[src/rtl/pim_pkg.sv]
// rtl/pim_pkg.sv - shared types, widths and plane weighting for the PIM datapath
package pim_pkg;

    localparam int MAX_W = 16;

    typedef enum logic [1:0] {
        IDLE = 2'd0,
        ACC  = 2'd1,
        HOLD = 2'd2
    } acc_state_e;

    function automatic int psum_width(input int k);
        return $clog2(k * k + 1);
    endfunction

    // Two's-complement negation of a plane term; used for the MSB plane of signed activations.
    function automatic logic [MAX_W-1:0] msb_weight(input logic [MAX_W-1:0] t, input logic neg);
        return neg ? (~t + 1'b1) : t;
    endfunction

endpackage

[src/rtl/bitplane_term.sv]
// rtl/bitplane_term.sv - shifts a plane popcount into place, negating the signed MSB plane
module bitplane_term
    import pim_pkg::*;
#(
    parameter int PSUM_W   = 4,
    parameter int ACT_BITS = 4,
    parameter int OUT_W    = PSUM_W + ACT_BITS,
    parameter bit SIGNED   = 1'b0,
    parameter int CNT_W    = $clog2(ACT_BITS)
) (
    input  logic [PSUM_W-1:0] psum_i,
    input  logic [CNT_W-1:0]  plane_i,
    output logic [OUT_W-1:0]  term_o
);

    localparam logic [CNT_W-1:0] LAST_PLANE = CNT_W'(ACT_BITS - 1);

    logic [OUT_W-1:0] shifted;
    logic [MAX_W-1:0] weighted;
    logic             negate;

    assign shifted  = {{(OUT_W-PSUM_W){1'b0}}, psum_i} << plane_i;
    assign negate   = SIGNED && (plane_i == LAST_PLANE);
    assign weighted = msb_weight(MAX_W'(shifted), negate);
    assign term_o   = weighted[OUT_W-1:0];

endmodule

[src/rtl/bitplane_accumulator.sv]
// rtl/bitplane_accumulator.sv - shift-accumulates ACT_BITS popcount planes into one dot-product result
module bitplane_accumulator
    import pim_pkg::*;
#(
    parameter int  kernal   = 3,
    parameter int  ACT_BITS = 4,
    parameter bit  SIGNED   = 1'b0,
    localparam int PSUM_W   = psum_width(kernal),
    localparam int OUT_W    = PSUM_W + ACT_BITS
) (
    input  logic              clk,
    input  logic              rst,
    input  logic              clr,
    input  logic              in_valid,
    output logic              in_ready,
    input  logic [PSUM_W-1:0] psum_in,
    output logic              out_valid,
    input  logic              out_ready,
    output logic [OUT_W-1:0]  acc_out
);

    localparam int               CNT_W      = $clog2(ACT_BITS);
    localparam logic [CNT_W-1:0] LAST_PLANE = CNT_W'(ACT_BITS - 1);

    acc_state_e       state_q;
    logic [CNT_W-1:0] cnt_q;
    logic [OUT_W-1:0] acc_q;
    logic [OUT_W-1:0] acc_out_q;
    logic             out_valid_q;

    logic [OUT_W-1:0] term;
    logic [OUT_W-1:0] acc_sum_d;
    logic             accept;

    bitplane_term #(
        .PSUM_W   (PSUM_W),
        .ACT_BITS (ACT_BITS),
        .OUT_W    (OUT_W),
        .SIGNED   (SIGNED),
        .CNT_W    (CNT_W)
    ) u_term (
        .psum_i  (psum_in),
        .plane_i (cnt_q),
        .term_o  (term)
    );

    // cnt_q is zero in IDLE and HOLD, so the shared term is always the right plane weight.
    assign in_ready  = (state_q != HOLD) || out_ready;
    assign accept    = in_valid && in_ready;
    assign acc_sum_d = acc_q + term;
    assign out_valid = out_valid_q;
    assign acc_out   = acc_out_q;

    always_ff @(posedge clk) begin
        if (rst) begin
            state_q     <= IDLE;
            cnt_q       <= '0;
            acc_q       <= '0;
            acc_out_q   <= '0;
            out_valid_q <= 1'b0;
        end else if (clr) begin
            state_q     <= IDLE;
            cnt_q       <= '0;
            out_valid_q <= 1'b0;
        end else begin
            case (state_q)
                IDLE: begin
                    if (accept) begin
                        acc_q   <= term;
                        cnt_q   <= CNT_W'(1);
                        state_q <= ACC;
                    end
                end
                ACC: begin
                    if (accept) begin
                        if (cnt_q == LAST_PLANE) begin
                            acc_out_q   <= acc_sum_d;
                            out_valid_q <= 1'b1;
                            cnt_q       <= '0;
                            state_q     <= HOLD;
                        end else begin
                            acc_q <= acc_sum_d;
                            cnt_q <= cnt_q + 1'b1;
                        end
                    end
                end
                HOLD: begin
                    if (out_ready) begin
                        out_valid_q <= 1'b0;
                        if (accept) begin
                            acc_q   <= term;
                            cnt_q   <= CNT_W'(1);
                            state_q <= ACC;
                        end else begin
                            state_q <= IDLE;
                        end
                    end
                end
                default: state_q <= IDLE;
            endcase
        end
    end

endmodule
[config.mk]
export PLATFORM = sky130hd
export DESIGN_NAME = bitplane_accumulator
export DESIGN_NICKNAME = d
export VERILOG_FILES = /design/src/rtl/pim_pkg.sv /design/src/rtl/bitplane_term.sv /design/src/rtl/bitplane_accumulator.sv
export SDC_FILE = /design/constraint.sdc
export NUM_CORES = 1
export LEC_CHECK = 0
export CORE_ASPECT_RATIO = 0.7
export CORE_MARGIN = 2
export CORE_UTILIZATION = 41
export DETAILED_ROUTE_END_ITERATION = 7
export GPL_TIMING_DRIVEN = 0
export SYNTH_ARGS = -nofsm -noshare
export SYNTH_HDL_FRONTEND = slang
export SYNTH_HIERARCHICAL = 1
export SYNTH_SLANG_ARGS = --single-unit
export TNS_END_PERCENT = 30
[constraint.sdc]
create_clock -name clk -period 3.6 [get_ports clk]
set_input_delay 1.08 -clock clk [delete_from_list [all_inputs] [get_ports clk]]
set_output_delay 1.08 -clock clk [all_outputs]
set_load 0.02 [all_outputs]
==> reports/metrics.cfg <==
[status]
status=complete, no violations

[sta]
slew_headroom_pct=61.1
rsz0062_at_grt=false
finalSetupViolations=0
worst_slew_pin_slew_ns=0.583
hold_ws_ns=0.463
finalHoldViolCount=0
finalClockSkew_ns=0.00175
finalMaxSlewViolations=0
period_minus_slack_ns=3.35
max_freq_mhz=299
period_share_pct=93.0

[cells_and_area]
fin_nets=209
layout-drive-gt1-share_pct=10.5
fin_cells=228
diodes=0
final_cell_mix=23 x nor2_1, 21 x dfxtp_1, 19 x nand2_1
layout_commonest_cell=nor2_1
fin_util_pct=52.3
syn_to_final_growth_pct=20.5

[min_path]
min_to=acc_out[0]$_SDFFE_PP0P_
hold_class=flip-flop to flip-flop
min_from=acc_out[0]$_SDFFE_PP0P_
holdPathStages=2

[placement]
dp_cells=224
post-dp-hpwl_mm=2.52
port_buffers=18
place.gp.congestion=0.834

[yosys]
yosysUniqueCellTypes=49
synth_top_flop_cell=dfxtp_1
yosys_register_bits=21
syn_inst=168
synth_edf_count=0
async_flop_share_pct=0
syn-cell-area_um2=1380
avgSynthCellArea_um2=8.19
syn-num-nets=186
yosysSeqAreaShare_pct=30.5
yosys_warnings=6

[setup_path]
crit_type=primary input to flip-flop
cpPeakStageDelay_ns=0.52
r2r_slack_ns=1.07
crit_slowest_cell=clkdlybuf4s50_1
crit_path_cell_trace=clkdlybuf4s50_1, nor3b_1, ha_1, inv_1, fa_1, nor2b_1, o31a_2, nor4_1, a311oi_2, o31ai_1
timing.critical_path.buf_inv=2
arrival_ns=3.48
cp-end-kind=flip-flop
crit_fanout=4
reg2reg_depth=10
rr_startpoint=cnt_q[0]$_SDFFE_PP0P_
critPathRequiredTime_ns=3.73
cp_top_family=compound AO/OA/AOI/OAI gates
startpoint_type=primary input
r2r_end=acc_out[6]$_SDFFE_PP0P_

[route]
drt_iter0_markers=51
routed-via-count=1255
wirelength_mm=3.33
routedWlPerCell_um=14.6
antenna_left=0
firstDrtPassIters=4
drc=0
via_per_inst=5.50

[global_route]
top_usage_layer=met2
grt_first_pass_wirelength_mm=5.78
met2_usage_pct=30.9
grt_use_met1_pct=28.0
antenna_found_initial=0
grt.overflow.total=0
grt_pass1_vias=1237
grtUsageTotal_pct=19.6
use_met3_pct=4.23
grt_max_degree=13

[clock_tree]
cts_tree=done
cts_buffers=3
clockBufferDepth=2
clk_latency_ns=0.26
root_buffer=clkbuf_8
h-tree-depth=1
cts_setup_buffers=0
clkSinkCount=21
hold_buffers=0
clk_pin_slew_ns=0.08
postCtsResizedCells=0

[floorplanning]
initial_core_util_pct=43.4
core_um2=3170
die_area_um2=3840
die_w_um=73.3
fp.dieH_um=52.5
rows=17
ios=19

[pwr]
power_density_nw_per_um2=299
p_leak_nw=0.628
max-vdd-ir-drop_mv=0.191

[run]
maxCapViolCount=0

==> Yosys cell counts (3+ instances only) <==
cell	n	area (um2)
nand2b_1	3	18.8
nor3b_1	3	22.5
inv_1	6	22.5
a211oi_1	7	52.6
dfxtp_1	21	420
ha_1	8	100
a21oi_1	12	60.1
clkbuf_1	3	11.3
mux2i_1	6	60.1
nor2_1	23	86.3
a311oi_1	3	26.3
nor2b_1	3	18.8
nand2_1	19	71.3
o21ai_0	4	20.0
xor2_1	3	26.3
nor4_1	3	18.8
==> per-layer routing <==
layer / wire, um / up-vias / share of wire, %
li1: - / 649 / -
met1: 1750 / 583 / 52
met3: 106 / 2 / 3.2
met4: 8 / 0 / 0.24
met2: 1470 / 21 / 44
met5: 0 / - / 0
==> sequential cells by signal, summed over array words and instances (netlist names) <==
register,flops
acc_out,8
acc_q,8
cnt_q,2
out_valid,1
state_q,2
==> area by class of cell <==
class                           count  area, um2
Multi-Input combinational cell    130        872
Inverter                            6       22.5
Sequential cell                    21        420
Clock buffer                        3       41.3
Clock inverter                      1       5.00
Timing Repair Buffer               18        183
Tap cell                           38       47.5
Buffer                             11       67.6
Fill cell                         318       1510
==> metrics by stage <==
| stage | setup TNS [ns] | power, W | instance area (um2) | setup slack (ns) |
|---|---|---|---|---|
| floorplan | 0 | 0.000314 | 1380 | 0.760 |
| CTS | 0 | 0.000501 | 1650 | 0.0193 |
| global route | 0 | 0.000524 | 1660 | 0.115 |
| detailed placement | -0.227 | 0.000343 | 1600 | -0.122 |
| global placement | -0.0794 | 0.000342 | 1600 | -0.0402 |
| finish | 0 | 0.000496 | 1660 | 0.252 |
==> tightest hold or removal path: stages (launching register included) <==
cell and delay [ns]:
dfxtp_1 0.31, nand2_1 0.05, a21oi_1 0.05
==> report_power, final <==
part           switching, W  total (W)  internal [W]
registers        0.00000486   0.000244      0.000239
clock network     0.0000790   0.000156     0.0000772
logic             0.0000546  0.0000962     0.0000416
total              0.000139   0.000496      0.000358
==> kinds of logic (layout without fill, tap and decap cells) <==
logic type | after synthesis | after routing | share of synthesized area (%)
buffers and inverters | 17 | 39 | 6.54
AO/OA/AOI/OAI | 44 | 44 | 24.0
other | 1 | 1 | 0.272
XOR/XNOR | 4 | 4 | 2.55
flip-flops | 21 | 21 | 30.5
adder cells (fa/ha/maj) | 9 | 9 | 8.73
AND/OR/NAND/NOR | 66 | 66 | 23.0
multiplexers | 6 | 6 | 4.36
==> how the worst max path moves through the flow <==
stage / from / to / slack (ns) / cells after the start
after floorplan: psum_in[0] / acc_out[6]$_SDFFE_PP0P_ / 0.76 / 9
after global placement: psum_in[0] / acc_out[6]$_SDFFE_PP0P_ / -0.04 / 10
after detailed placement: psum_in[0] / acc_out[6]$_SDFFE_PP0P_ / -0.12 / 10
after CTS: out_ready / in_ready / 0.02 / 4
after global routing: psum_in[0] / acc_out[6]$_SDFFE_PP0P_ / 0.11 / 10
final: psum_in[0] / acc_out[6]$_SDFFE_PP0P_ / 0.25 / 10
(Power assumes the default switching activity.)
